**config.mk**
```make
export PLATFORM = sky130hd
export DESIGN_NAME = bmp_load_sequencer_flat
export DESIGN_NICKNAME = d
export VERILOG_FILES = /design/src/rtl/bmp_load_sequencer_if.sv /design/src/rtl/bmp_load_sequencer.sv /design/src/flat_wrapper.sv
export SDC_FILE = /design/constraint.sdc
export NUM_CORES = 1
export LEC_CHECK = 0
export CAP_MARGIN = 25
export CORE_MARGIN = 2
export CORE_UTILIZATION = 60
export DETAILED_ROUTE_END_ITERATION = 8
export HOLD_SLACK_MARGIN = 0.05
export PLACE_DENSITY = 0.89
export SETUP_SLACK_MARGIN = 0.02
export SLEW_MARGIN = 20
export SYNTH_ARGS = -nofsm -noshare
export SYNTH_HDL_FRONTEND = slang
export SYNTH_SLANG_ARGS = --single-unit
```
**constraint.sdc**
```tcl
create_clock -name clk -period 4.9 [get_ports clk]
set_input_delay 0.98 -clock clk [delete_from_list [all_inputs] [get_ports clk]]
set_output_delay 0.98 -clock clk [all_outputs]
set_load 0.05 [all_outputs]
```
**src/rtl/bmp_load_sequencer_if.sv**
```systemverilog
// bmp_load_sequencer_if: UART receive byte stream and SRAM port-1 write bus
interface bmp_load_sequencer_if;
  logic        rs_rx_valid;
  logic [7:0]  rs_rx_data;
  logic        s1_WE;
  logic [17:0] s1_Addr;
  logic [31:0] s1_WD;
  modport master (input rs_rx_valid, rs_rx_data, output s1_WE, s1_Addr, s1_WD);
  modport slave (output rs_rx_valid, rs_rx_data, input s1_WE, s1_Addr, s1_WD);
endinterface

```
**src/rtl/bmp_load_sequencer.sv**
```systemverilog
// bmp_load_sequencer: checks a 32-bpp BMP header from UART, packs pixel pairs to RGB565 words, writes them to SRAM
module bmp_load_sequencer #(
  parameter int          WIDTH   = 640,
  parameter int          HEIGHT  = 480,
  parameter logic [23:0] TIMEOUT = 24'd1000000
) (
  input  logic        clk,
  input  logic        reset_n,
  input  logic        load_kick,
  output logic        load_done,
  output logic        busy,
  output logic [1:0]  err,
  output logic [17:0] last_addr,
  bmp_load_sequencer_if.master io
);
  localparam int WORDS = WIDTH * HEIGHT / 2;
  typedef enum logic [2:0] {IDLE, HDR, PIX, WR0, WR1, DONE, ERR} state_t;
  state_t      state;
  logic [1:0]  kick_sync;
  logic [5:0]  hdr_cnt;
  logic [2:0]  byte_idx;
  logic [23:0] tcnt, tcnt_next;
  logic [4:0]  b0, r0, b1, r1;
  logic [5:0]  g0, g1;
  logic [7:0]  d;
  logic        strobe, hdr_bad, tout;
  logic [31:0] packed_word;
  always_comb begin
    d           = io.rs_rx_data;
    strobe      = io.rs_rx_valid;
    hdr_bad     = (hdr_cnt == 6'd0  && d != 8'h42) || (hdr_cnt == 6'd1  && d != 8'h4d) ||
                  (hdr_cnt == 6'd10 && d != 8'h36) || (hdr_cnt == 6'd28 && d != 8'h20);
    tout        = !strobe && tcnt == TIMEOUT - 24'd1;
    tcnt_next   = strobe ? 24'd0 : tout ? tcnt : tcnt + 24'd1;
    packed_word = {g1[2:0], r1, b1, g1[5:3], g0[2:0], r0, b0, g0[5:3]};
  end
  always_ff @(posedge clk or negedge reset_n)
    if (!reset_n) begin
      state      <= IDLE;
      kick_sync  <= '0;
      hdr_cnt    <= '0;
      byte_idx   <= '0;
      tcnt       <= '0;
      {b0, g0, r0, b1, g1, r1} <= '0;
      load_done  <= 1'b0;
      busy       <= 1'b0;
      err        <= '0;
      last_addr  <= '1;
      io.s1_WE   <= 1'b1;
      io.s1_Addr <= '0;
      io.s1_WD   <= '0;
    end else begin
      kick_sync <= {kick_sync[0], load_kick};
      // assembly register keeps filling during the write cycles
      if (strobe && (state == PIX || state == WR0 || state == WR1)) begin
        byte_idx <= byte_idx + 3'd1;
        case (byte_idx)
          3'd0: b0 <= d[7:3];
          3'd1: g0 <= d[7:2];
          3'd2: r0 <= d[7:3];
          3'd4: b1 <= d[7:3];
          3'd5: g1 <= d[7:2];
          3'd6: r1 <= d[7:3];
          default: ;
        endcase
      end
      case (state)
        IDLE, DONE, ERR: if (kick_sync[1]) begin
          load_done  <= 1'b0;
          err        <= '0;
          io.s1_Addr <= '0;
          hdr_cnt    <= '0;
          byte_idx   <= '0;
          tcnt       <= '0;
          last_addr  <= '1;
          busy       <= 1'b1;
          state      <= HDR;
        end
        HDR: if (strobe) begin
          tcnt    <= '0;
          hdr_cnt <= hdr_cnt + 6'd1;
          if (hdr_bad) begin
            err[0] <= 1'b1;
            busy   <= 1'b0;
            state  <= ERR;
          end else if (hdr_cnt == 6'd53) state <= PIX;
        end else if (hdr_cnt != 6'd0) begin
          if (tout) begin
            err[1] <= 1'b1;
            busy   <= 1'b0;
            state  <= ERR;
          end else tcnt <= tcnt_next;
        end
        PIX: if (strobe) begin
          tcnt <= '0;
          if (byte_idx == 3'd7) begin
            io.s1_WD <= packed_word;
            io.s1_WE <= 1'b0;
            state    <= WR0;
          end
        end else if (tout) begin
          err[1] <= 1'b1;
          busy   <= 1'b0;
          state  <= ERR;
        end else tcnt <= tcnt_next;
        WR0: begin
          tcnt      <= tcnt_next;
          io.s1_WE  <= 1'b1;
          last_addr <= io.s1_Addr;
          state     <= WR1;
        end
        WR1: begin
          tcnt <= tcnt_next;
          if (io.s1_Addr == 18'(WORDS - 1)) begin
            load_done <= 1'b1;
            busy      <= 1'b0;
            state     <= DONE;
          end else begin
            io.s1_Addr <= io.s1_Addr + 18'd1;
            state      <= PIX;
          end
        end
        default: state <= IDLE;
      endcase
    end
endmodule
```
**src/flat_wrapper.sv**
```systemverilog
// flat-port wrapper written by rule: the top's interface ports become plain ports
module bmp_load_sequencer_flat 
#(
  parameter int          WIDTH   = 640,
  parameter int          HEIGHT  = 480,
  parameter logic [23:0] TIMEOUT = 24'd1000000
)
  (clk, reset_n, load_kick, load_done, busy, err, last_addr, io_rs_rx_valid, io_rs_rx_data, io_s1_WE, io_s1_Addr, io_s1_WD);
  bmp_load_sequencer_if io_i ();
  input  logic clk;
  input  logic reset_n;
  input  logic load_kick;
  output logic load_done;
  output logic busy;
  output logic [1:0] err;
  output logic [17:0] last_addr;
  input wire logic [$bits(io_i.rs_rx_valid)-1:0] io_rs_rx_valid;
  input wire logic [$bits(io_i.rs_rx_data)-1:0] io_rs_rx_data;
  output wire logic [$bits(io_i.s1_WE)-1:0] io_s1_WE;
  output wire logic [$bits(io_i.s1_Addr)-1:0] io_s1_Addr;
  output wire logic [$bits(io_i.s1_WD)-1:0] io_s1_WD;
  assign io_i.rs_rx_valid = io_rs_rx_valid;
  assign io_i.rs_rx_data = io_rs_rx_data;
  assign io_s1_WE = io_i.s1_WE;
  assign io_s1_Addr = io_i.s1_Addr;
  assign io_s1_WD = io_i.s1_WD;
  bmp_load_sequencer #(.WIDTH(WIDTH), .HEIGHT(HEIGHT), .TIMEOUT(TIMEOUT)) u_core (.clk(clk), .reset_n(reset_n), .load_kick(load_kick), .load_done(load_done), .busy(busy), .err(err), .last_addr(last_addr), .io(io_i));
endmodule
```
Yosys cells after proc, flatten, opt, wreduce, memory -nomap -nowiden

Index checks and enable logic that the tools add are counted.

Register bits: 143
Bits in latches: 0
Bits in writable memories: 0
ROM bits: 0
Memories: 0

$add $sub $neg: 4
Multipliers: 0
Div/mod/pow operators: 0
Order comparisons: 0
Equal/unequal tests: 36
Shift operators: 0
Multiplexer cells: 52
Bitwise operators: 0
Reductions and logical operators: 42

Operator list:

| cell                  | count |
|---|---|
| $mux 24               | 7 |
| $pmux 24 s4           | 1 |
| $pmux 18 s2           | 2 |
| $mux 18               | 3 |
| $mux 3                | 12 |
| $add 24x1->24 const B | 1 |
| $eq 24x20->1 const B  | 1 |
| $eq 3x3->1 const B    | 7 |
| $add 18x1->18 const B | 1 |
| $eq 18x18->1 const B  | 1 |
| $reduce_and 3->1      | 6 |
| $mux 1                | 17 |
| $ne 8x6->1 const B    | 2 |
| $ne 8x7->1 const B    | 2 |
| $pmux 3 s5            | 1 |
| $ne 2x2->1 const B    | 7 |
| $reduce_and 2->1      | 7 |
| $mux 6                | 2 |
| $pmux 6 s2            | 1 |
| $eq 3x2->1 const B    | 3 |
| $reduce_and 4->1      | 2 |
| $reduce_bool 2->1     | 4 |
| $reduce_bool 4->1     | 2 |
| $add 6x1->6 const B   | 1 |
| 25 further kinds      | 41 |

Longest topological paths before layout

Depth in word-level cells: 8
Depth in mapped cells: 9
Mapped depth without buffers: 8

Least setup slack after synthesis

No wires, ideal clock.

Path kind: input to register
Start point: input io_rs_rx_data[3]
End point: register u_core.state[0]
Setup time: 79 ps
Arrival time: 2402 ps
Path slack: 2419 ps
Stages on the path: 6
Path buffers: 1
Path through: clkbuf_1 > or3_1 > o41ai_1 > nand4_1 > o22ai_2 > mux2i_1

Cells in the longest elaborated chain, start to end: 8
Elaborated cells on any way between the ends: 16
Classes of those cells: eq/ne: 5; mux: 3; reduce/logical: 8

RTL lines:

| item                          | line                     | RTL |
|---|---|---|
| from (decl)                   | flat_wrapper.sv:18       | `input wire logic [$bits(io_i.rs_rx_data)-1:0] io_rs_rx_data;` |
| $ne 8x7->1                    | bmp_load_sequencer.sv:31 | `hdr_bad = (hdr_cnt == 6'd0 && d != 8'h42) \|\| (hdr_cnt == 6'd1 && d != 8'h4d) \|\|` |
| $logic_and 1x1->1             | bmp_load_sequencer.sv:31 |  |
| $logic_or 1x1->1 (2 in a row) | bmp_load_sequencer.sv:31 |  |
| $logic_or 1x1->1 *            | bmp_load_sequencer.sv:32 | `(hdr_cnt == 6'd10 && d != 8'h36) \|\| (hdr_cnt == 6'd28 && d != 8'h20);` |
| $mux 3                        | bmp_load_sequencer.sv:82 | `if (hdr_bad) begin` |
| $mux 3                        | bmp_load_sequencer.sv:79 | `HDR: if (strobe) begin` |
| $pmux 3 s5                    | bmp_load_sequencer.sv:67 | `case (state)` |
| to (signal assigned)          | bmp_load_sequencer.sv:77 | `state <= HDR;` |
| to (signal assigned)          | bmp_load_sequencer.sv:85 | `state <= ERR;` |
| to (signal assigned)          | bmp_load_sequencer.sv:86 | `end else if (hdr_cnt == 6'd53) state <= PIX;` |
| to (decl)                     | bmp_load_sequencer.sv:18 | `state_t state;` |

Every way passes the cells marked *; elsewhere a longest branch is shown, timed or not.
A chain may end at the register's enable or synchronous reset.

Final worst setup path

Start point: register u_core.io.s1_Addr[13]
End point: output io_s1_Addr[13]

RTL lines:

| item                   | line                       | RTL |
|---|---|---|
| from (decl)            | bmp_load_sequencer_if.sv:8 | `modport master (input rs_rx_valid, rs_rx_data, output s1_WE, s1_Addr, s1_WD);` |
| from (signal assigned) | bmp_load_sequencer.sv:119  | `io.s1_Addr <= io.s1_Addr + 18'd1;` |
| to (decl)              | flat_wrapper.sv:20         | `output wire logic [$bits(io_i.s1_Addr)-1:0] io_s1_Addr;` |

No word-level cell between the ends.

==> impl_metrics.env <==
export IMPL_outcome="finished, final reports clean"
export IMPL_gp_congestion=0.894
export IMPL_ir_drop_mv=0.366
export IMPL_cts_resized=0
export IMPL_wl_um=15700
export IMPL_routed_via_count=5107
export IMPL_worst_path_max_fanout=7
export IMPL_clock_sinks=143
export IMPL_path_buf_inv=1
export IMPL_r2r_end="u_core.tcnt[15]"
export IMPL_powerDensity_nw_per_um2=496
export IMPL_io_pins=85
export IMPL_whs_ns=0.348
export IMPL_synthTopCellsByCount="124 x dfrtp_1, 89 x nor2_1, 64 x mux2_2"
export IMPL_nNetsFinal=714
export IMPL_drive_gt1_share_pct=18.9
export IMPL_cp_slowest_cell="clkdlybuf4s50_1"
export IMPL_grt_max_degree=112
export IMPL_grt_first_pass_wirelength_um=25500
export IMPL_seq_area_um2=3600
export IMPL_initial_core_util_pct=61.7
export IMPL_rr_worst_depth=6
export IMPL_min_path_type="register to register"
export IMPL_drcViolationCount=0
export IMPL_dp_cells=812
export IMPL_period_minus_slack_ns=2.87
export IMPL_ys_flop_type="dfrtp_1"
export IMPL_async_flop_share_pct=100
export IMPL_instances_no_fill=844
export IMPL_syn_inst=615
export IMPL_area_growth_pct=22.1
export IMPL_crit_path_cell_trace="clkdlybuf4s50_1"
export IMPL_slew_viol_final=0
export IMPL_grt_usage_pct=28.0
export IMPL_worstPathRequired_ns=3.92
export IMPL_power_leakage_nw=3.61
export IMPL_reg2reg_slack_ns=2.34
export IMPL_htree_levels=4
export IMPL_grt_overflow=0
export IMPL_drtIter0Drc=377
export IMPL_arrival_ns=1.89
export IMPL_ys_seq_area_share_pct=53.8
export IMPL_synth_top_area_share_pct=46.4
export IMPL_yosys_area_top_type="dfrtp_1"
export IMPL_dieArea_um2=12000
export IMPL_cts_setup_buffers=0
export IMPL_die_x_um=110
export IMPL_post_drt_via_cell_ratio=6.05
export IMPL_syn_nets=638
export IMPL_wl_per_cell_um=18.5
export IMPL_num_rows=38
export IMPL_setup_violations_final=0
export IMPL_cap_violations=0
export IMPL_rsz0062_at_grt="no"
export IMPL_tightest_slew_ns=0.892
export IMPL_cp_slowest_stage_delay_ns=0.86
export IMPL_ant_nets=0
export IMPL_grt_pass1_vias=5177
export IMPL_post_route_period_util_pct=58.6
export IMPL_cts_buffer_depth=2
export IMPL_cts_root_buffer_cell="clkbuf_8"
export IMPL_cts_hold_buf=0
export IMPL_syn_area_um2=6690
export IMPL_cts_made_buffers=17
export IMPL_cp_end_kind="primary output"
export IMPL_core_area_um2=10800
export IMPL_holdPathEnd="u_core.kick_sync[1]"
export IMPL_fin_skew_ns=0.00699
export IMPL_dp_hpwl_um=10300
export IMPL_startpoint_type="register"
export IMPL_synth_edf_count=0
export IMPL_antenna_cells=0
export IMPL_worstHoldStart="u_core.kick_sync[0]"
export IMPL_tns_ns=0
export IMPL_clock_fmax_mhz=348
export IMPL_hold_depth=0
export IMPL_yosysUniqueCellTypes=57
export IMPL_synth_most_common_cell="dfrtp_1"
export IMPL_relSlewSlack_pct=40.4
export IMPL_synth_warnings=0
export IMPL_synthTopCellsByArea="dfrtp_1 46%, mux2_2 11%, dfstp_2 7.5%"
export IMPL_nFillCells=680
export IMPL_die_y_um=110
export IMPL_syn_area_per_cell_um2=10.9
export IMPL_crit_family="buffers and inverters"
export IMPL_clkLatencyLatePin_ns=0.54
export IMPL_critical_path_class="register to primary output"
export IMPL_cts_tree="yes"
export IMPL_synth_seq_cells=143
export IMPL_multi_input_area_um2=2880
export IMPL_r2r_start="u_core.state[2]"
export IMPL_antenna_found_initial=0
export IMPL_io_buffers=84
export IMPL_hold_viol=0
export IMPL_cts_reportedPaths_clkPinSlew_ns=0.07
export IMPL_dr_pass1_iters=5
==> cells in the final DEF, fill, tap and decap left out, drive strengths merged, types with 6 or more instances in the layout <==
| master | synthesis | layout |
|---|---|---|
| nor2 | 89 | 89 |
| clkdlybuf4s50 | 0 | 83 |
| clkbuf | 20 | 19 |
| nor4 | 10 | 10 |
| xnor2 | 25 | 25 |
| dfstp | 19 | 19 |
| xor2 | 15 | 15 |
| nand4 | 25 | 25 |
| nand3 | 19 | 19 |
| nor2b | 6 | 6 |
| and3 | 10 | 10 |
| ha | 11 | 11 |
| dfrtp | 124 | 124 |
| o21ai | 25 | 25 |
| a21oi | 26 | 26 |
| mux2 | 64 | 64 |
| nor3 | 22 | 22 |
| inv | 15 | 19 |
| nand2 | 28 | 28 |
==> where the power goes <==
| part | internal [mW] | leakage [nW] | switching (mW) |
|---|---|---|---|
| clock | 0.693 | 0.265 | 0.526 |
| sequential | 1.41 | 1.89 | 0.173 |
| combinational | 0.430 | 1.45 | 0.820 |
==> kinds of logic (layout without fill, tap and decap cells) <==
kind of cell             count (synthesis)  after routing  share of synthesized area, %
buffers and inverters                   47            136                          3.21
adder cells (fa/ha/maj)                 11             11                          2.06
XOR/XNOR                                40             40                          5.23
AO/OA/AOI/OAI                           78             78                          7.22
multiplexers                            66             66                          11.1
flip-flops                             143            143                          53.8
AND/OR/NAND/NOR                        230            230                          17.4
==> sequential cells by signal (all words and copies together) (netlist names), 3 cells and up <==
signal	count
u_core.hdr_cnt	6
u_core.b1	5
u_core.io.s1_Addr	18
u_core.byte_idx	3
u_core.tcnt	24
u_core.b0	5
u_core.state	3
u_core.g0	6
u_core.io.s1_WD	32
u_core.r0	5
u_core.last_addr	18
u_core.r1	5
u_core.g1	6
==> metal layers <==
layer	global-route usage (%)	share of wire (%)	up-vias
met5	0	0	-
met2	45.3	51	158
met3	7.82	5.1	26
met1	36.1	42	2603
met4	10.5	1.7	0
li1	-	-	2320
==> through the flow <==
step	worst slack [ns]	power, mW	util [%]	instance area (um2)
floorplan	2.42	2.45	-	6690
global placement	1.71	2.75	69.9	7580
detailed placement	1.50	2.83	70.2	7610
CTS	2.01	4.06	75.4	8170
global route	1.94	4.24	75.4	8170
finish	2.03	4.05	75.4	8170
==> worst max-delay path by stage <==
stage | start | slack, ns | cells past startpoint | to
floorplan | io_rs_rx_data[3] | 2.42 | 6 | u_core.state[0]
global placement | io_rs_rx_data[5] | 1.71 | 6 | u_core.state[2]
detailed placement | io_rs_rx_data[7] | 1.50 | 6 | u_core.state[0]
CTS | u_core.io.s1_WE | 2.01 | 1 | io_s1_WE
global route | io_rs_rx_data[4] | 1.94 | 7 | u_core.state[2]
finish | u_core.io.s1_Addr[13] | 2.03 | 1 | io_s1_Addr[13]
==> final cells by class <==
class | instances | share of cell area [%]
flip-flops and latches | 143 | 44.1
multi-input cells | 425 | 35.2
well taps | 140 | 2.14
inverters | 15 | 0.689
clock buffers | 18 | 5.24
clock inverters | 14 | 1.61
repair buffers | 89 | 11.0
Power figures use the tool's default switching activity.
==> variant 1: new RTL, config.mk and constraints unchanged <==
Put one more register stage on the output `last_addr`, with the module's reset. The value now appears one clock later. The other outputs are not delayed to match.
--- a/src/rtl/bmp_load_sequencer.sv
+++ b/src/rtl/bmp_load_sequencer.sv
@@ -17,2 +17,4 @@
   typedef enum logic [2:0] {IDLE, HDR, PIX, WR0, WR1, DONE, ERR} state_t;
+
+  logic [17:0] last_addr_s0;
   state_t      state;
@@ -47,3 +49,3 @@
       err        <= '0;
-      last_addr  <= '1;
+      last_addr_s0 <= '1;
       io.s1_WE   <= 1'b1;
@@ -74,3 +76,3 @@
           tcnt       <= '0;
-          last_addr  <= '1;
+          last_addr_s0 <= '1;
           busy       <= 1'b1;
@@ -108,3 +110,3 @@
           io.s1_WE  <= 1'b1;
-          last_addr <= io.s1_Addr;
+          last_addr_s0 <= io.s1_Addr;
           state     <= WR1;
@@ -125,2 +127,10 @@
     end
+  always_ff @(posedge clk or negedge reset_n) begin
+    if (!reset_n) begin
+      last_addr <= '0;
+    end else begin
+      last_addr <= last_addr_s0;
+    end
+  end
+
 endmodule
Function: changed (Yosys sat finds a counterexample within 4 cycles, from zero or initial values and one cycle with reset_n low).
==> variant 1 against the original RTL <==
Setup slack got worse by 0.12 ns; combinational power up 15%; total power increased by 16%; sequential cell count rose by 18; non-clock buffer count did not move; area after synthesis grew 8.6%; wire length down 0.40%; cell area is 7.8% higher; critical endpoint is now u_core.busy$_DFFE_PN0P_; largest cell class unchanged; highest routed layer unchanged.
==> variant 1: results (changes against the original RTL) <==
- Status: finished clean
- Fin nets: 743 (+4.1%)
- Worst R2R Path Depth: 8 (+2)
- # Post-CTS Setup Buffers: 0 (unchanged)
- Htree depth: 4 (unchanged)
- Drt first-iter violations: 323 (-14%)
- DR WL met3: 665 um (-17%)
- Hold depth: 0 (unchanged)
- Total CTS buffers: 17 (unchanged)
- Largest net degree at the start of global routing: 98 (-13%)
- R2R setup slack: 2.18 ns (-0.16 ns)
- LEAKAGE: 3.90 nW (+8.1%)
- Synth unique cells: 61 (+7.0%)
- Clock Latency Late Sink: 0.43 ns (-0.11 ns)
- Worst Skew: 0.00906 ns (+0.00208 ns)
- Root buffer cell: clkbuf_16
- Hold Path Sink: u_core.kick_sync[1]$_DFF_PN0_
- Synthesized net count: 664 (+4.1%)
- Vias in the first global route: 5,344 (+3.2%)
- Post-CTS sizing: 0 (unchanged)
- GPL Wtd Cong: 0.866 (-3.1%)
- Aggregate global-route resource usage: 0.262 (-0.0179)
- Slowest cell delay on critical path: 0.61 ns (-0.25 ns)
- Relative slew margins: 0.414 (+0.00999)
- Number of port buffers: 84 (unchanged)
- Post-synth EDFFs: 0 (unchanged)
- Maximum vdd ir drop: 0.312 mV (-15%)
- DR top layer: met4
- Worst R2R End: u_core.tcnt[22]$_DFFE_PN0P_
- Fill cells: 780 (+15%)
- WL met2: 7.87 mm (-1.7%)
- FFs w/ async S/R, synth: 1.00 (unchanged)
- DRT Pass-1 Iters: 4 (-1)
- DR vias: 5,185 (+1.5%)
- HPWL after DPL: 10.4 mm (+0.86%)
- Share of layout cells above drive strength 1: 0.195 (+0.00617)
- Synth area leaders: dfrtp_1 (49%), mux2_2 (10%), dfstp_2 (6.9%)
- N_diodes: 0 (unchanged)
- Biggest regs: u_core.io.s1_WD: 32 flops, u_core.tcnt: 24 flops
- Initial antenna violation count: 0 (unchanged)
- Commonest cells post-synth: dfrtp_1 (142), nor2_1 (86), mux2_2 (66)
- Critical R2R Launch: u_core.hdr_cnt[0]$_DFFE_PN0P_
- Slowest cell on crit path: clkdlybuf4s50_1
- Longest Clk Path Bufs: 2 (unchanged)
- Sequential-to-total area share from yosys stat: 0.558 (+0.0195)
- Crit path DAT: 3.30 ns (+1.41 ns)
- Drt total wl: 15.6 mm (-0.40%)
- Wire length of the first global-routing pass: 26.7 mm (+4.4%)
- M1 WL: 6.76 mm (+2.7%)
- Worst-path fanout max: 9 (+2)
- Synth warn: 0 (unchanged)
- Crit path max-delay family: simple AND/OR/NAND/NOR gates
==> variant 1: changes by cell type after synthesis, sizes merged, moves of 7 or more <==
cell / change
nor3: -9
dfrtp: +18
nand3: +12
o21ai: -7
nand2: +17
nor4: -7
nand4: -9
xor2: +10
xnor2: -9
==> variant 1: logic make-up after synthesis <==
kind of cell,share of synthesized area
compound gates,0.0721
xor+xnor,0.0494
fa+ha+maj,0.0205
buf+inv,0.0270
flops,0.558
mux,0.109
simple gates,0.164
==> variant 1: report_power, final <==
| part | internal (mW) | leakage [nW] | switching [mW] |
|---|---|---|---|
| Combinational | 0.534 | 1.53 | 0.910 |
| Sequential | 1.67 | 2.08 | 0.216 |
| Clock | 0.822 | 0.295 | 0.545 |
| Total | 3.02 | 3.90 | 1.67 |
==> variant 1: metal layers <==
metal	vias up	GRT usage
li1	2424	-
met5	-	0
met1	2590	0.352
met3	27	0.0556
met2	144	0.424
met4	0	0.0992
==> variant 1: cell type report <==
class                           count  share of cell area
Tap cell                          147              0.0209
Clock buffer                       18              0.0498
Sequential cell                   161               0.460
Clock inverter                     14              0.0206
Multi-Input combinational cell    437               0.343
Timing Repair Buffer               89              0.0998
Inverter                           14             0.00596
==> variant 1: how the worst max path moves through the flow <==
stage / startpoint / end / slack (ns) / cells past startpoint
global route: io_rs_rx_valid / u_core.tcnt[7]$_DFFE_PN0P_ / 1.73 / 7
detailed placement: io_rs_rx_valid / u_core.tcnt[19]$_DFFE_PN0P_ / 1.51 / 7
floorplan: io_rs_rx_data[4] / u_core.state[2]$_DFFE_PN0P_ / 2.19 / 7
global placement: io_rs_rx_data[4] / u_core.state[2]$_DFFE_PN0P_ / 1.58 / 7
finish: io_rs_rx_data[4] / u_core.busy$_DFFE_PN0P_ / 1.91 / 7
CTS: io_rs_rx_valid / u_core.tcnt[22]$_DFFE_PN0P_ / 1.94 / 7
==> variant 1: per-stage QoR <==
stage / total power, mW / std cells / hold WS, ns / setup WS, ns / instance area, um2
3_3_place_gp: 3.25 / 848 / 0.337 / 1.58 / 8190
2_1_floorplan: 2.92 / 641 / 0.331 / 2.19 / 7270
4_1_cts: 4.72 / 880 / 0.351 / 1.94 / 8810
3_5_place_dp: 3.33 / 848 / 0.336 / 1.51 / 8190
5_1_grt: 4.93 / 880 / 0.359 / 1.73 / 8810
6_report: 4.69 / 880 / 0.349 / 1.91 / 8810
==> variant 2: new RTL, same settings <==
Without the edit above. `TIMEOUT` is set to 24'd1000000 in 2 places; all go to 24'd524288.
--- a/src/rtl/bmp_load_sequencer.sv
+++ b/src/rtl/bmp_load_sequencer.sv
@@ -4,3 +4,3 @@
   parameter int          HEIGHT  = 480,
-  parameter logic [23:0] TIMEOUT = 24'd1000000
+  parameter logic [23:0] TIMEOUT = 24'd524288
 ) (
--- a/src/flat_wrapper.sv
+++ b/src/flat_wrapper.sv
@@ -5,3 +5,3 @@
   parameter int          HEIGHT  = 480,
-  parameter logic [23:0] TIMEOUT = 24'd1000000
+  parameter logic [23:0] TIMEOUT = 24'd524288
 )
Function: no difference found for any inputs over 10 cycles, from zero or initial values and one cycle with reset_n low; that may be too few to reach the edited logic, so the function may still have changed.
==> variant 2 against the original RTL <==
Combinational power is 10% higher; setup slack worse by 0.30 ns; area after synthesis is 2.0% higher; die area is 1.9% higher; cell area is 1.8% higher; sequential cell count stayed put; non-clock buffer count is 1 higher; clock skew is 0.00092 ns higher; total power is 5.1% higher; utilization is 0.39 points higher; hold slack worse by 0.0029 ns; count of clock-buffer cells in the layout is 2 higher; wire length is 2.8% higher; global-route usage is 0.93 points lower; critical path type is now input pin to flip-flop.
==> variant 2: results (changes against the original RTL) <==
- Status: finished clean
- Hold_ws: 0.345 ns (-0.00286 ns)
- Commonest cells post-synth: dfrtp_1 (124), nor2_1 (82), mux2_2 (64)
- # Post-CTS Setup Buffers: 0 (unchanged)
- WL met2: 8.02 mm (+0.22%)
- Sequential-to-total area share from yosys stat: 0.528 (-0.0105)
- Worst slew pin tran: 0.950 ns (+0.0582 ns)
- Maximum vdd ir drop: 0.396 mV (+8.0%)
- Total CTS buffers: 17 (unchanged)
- Met1 usage: 0.359 (-0.00226)
- Dpl cell area: 0.00773 mm2 (+1.6%)
- Synth area leaders: dfrtp_1 (45%), mux2_2 (11%), dfstp_2 (7.3%)
- Longest Clk Path Bufs: 2 (unchanged)
- Aggregate global-route resource usage: 0.270 (-0.00928)
- P_int: 2.66 mW (+4.9%)
- Crit path DAT: 3.48 ns (+1.59 ns)
- Synth unique cells: 55 (-3.5%)
- DR WL met3: 989 um (+24%)
- HP Class: flip-flop to flip-flop
- Worst R2R Path Depth: 7 (+1)
- Worst-path fanout max: 9 (+2)
- Root buffer cell: clkbuf_16
- Crit. Startpoint: io_rs_rx_data[4]
- Avg Inst Size Synth: 10.6 um2 (-3.1%)
- Routed len/inst: 18.4 um (-0.93%)
- M1 WL: 6.81 mm (+3.5%)
- Worst Skew: 0.00791 ns (+0.000919 ns)
- Hold Path Sink: u_core.kick_sync[1]$_DFF_PN0_
- Wire length of the first global-routing pass: 26.6 mm (+4.4%)
- Vias/cell: 6.08 (+0.44%)
- Fin nets: 746 (+4.5%)
- Clk pwr: 1.26 mW (+3%)
- Initial antenna violation count: 0 (unchanged)
- R2R setup slack: 2.07 ns (-0.27 ns)
- Met3 Use GR: 0.0744 (-0.00389)
- Fill cells: 676 (-0.59%)
- LEAKAGE: 3.63 nW (+0.56%)
- Drt first-iter violations: 432 (+15%)
- Slowest cell delay on critical path: 0.61 ns (-0.25 ns)
- Largest net degree at the start of global routing: 111 (-0.89%)
- Drt total wl: 16.1 mm (+2.8%)
- Critical Path End: u_core.state[2]$_DFFE_PN0P_
- Worst R2R End: u_core.tcnt[14]$_DFFE_PN0P_
- HPWL after DPL: 10.4 mm (+0.46%)
- Met2 Use GR: 0.431 (-0.0221)
- Total power: 4.26 mW (+5.1%)
- Synthesized net count: 670 (+5.0%)
- Crit path max-delay family: simple AND/OR/NAND/NOR gates
- Placed Cells: 843 (+3.8%)
- Vias in the first global route: 5,350 (+3.3%)
- Min setup slack post-route: 1.73 ns (-0.302 ns)
- Clock Latency Late Sink: 0.43 ns (-0.11 ns)
- GPL Wtd Cong: 0.876 (-1.9%)
- Share of layout cells above drive strength 1: 0.179 (-0.00957)
- Pre-CTS WS: 1.30 ns (-0.200 ns)
variant 2: cell types whose count changed in the layout (fill, tap and decap cells not counted), moves of 6 or more:
cell	delta
nand3_1	+10
nor3_1	-6
or3_1	+6
nor2_1	-7
xnor2_1	-12
nand2_1	+8
o21ai_0	+11
a21oi_1	+7
variant 2: layout make-up:
class | instances | area (um2) | share of cell area
flip-flops and latches | 143 | 3600 | 0.433
multi-input cells | 457 | 3020 | 0.363
repair buffers | 90 | 893 | 0.107
clock buffers | 20 | 457 | 0.0549
well taps | 140 | 175 | 0.0210
clock inverters | 12 | 124 | 0.0149
inverters | 14 | 52.6 | 0.00631
variant 2: logic make-up after synthesis:
family                     synth area share
AOI/OAI and AO/OA                    0.0918
xor gates and xnor gates             0.0411
adders and majority gates            0.0202
buffers and inverters                0.0310
DFF                                   0.528
muxes                                 0.106
and+or+nand+nor                       0.183
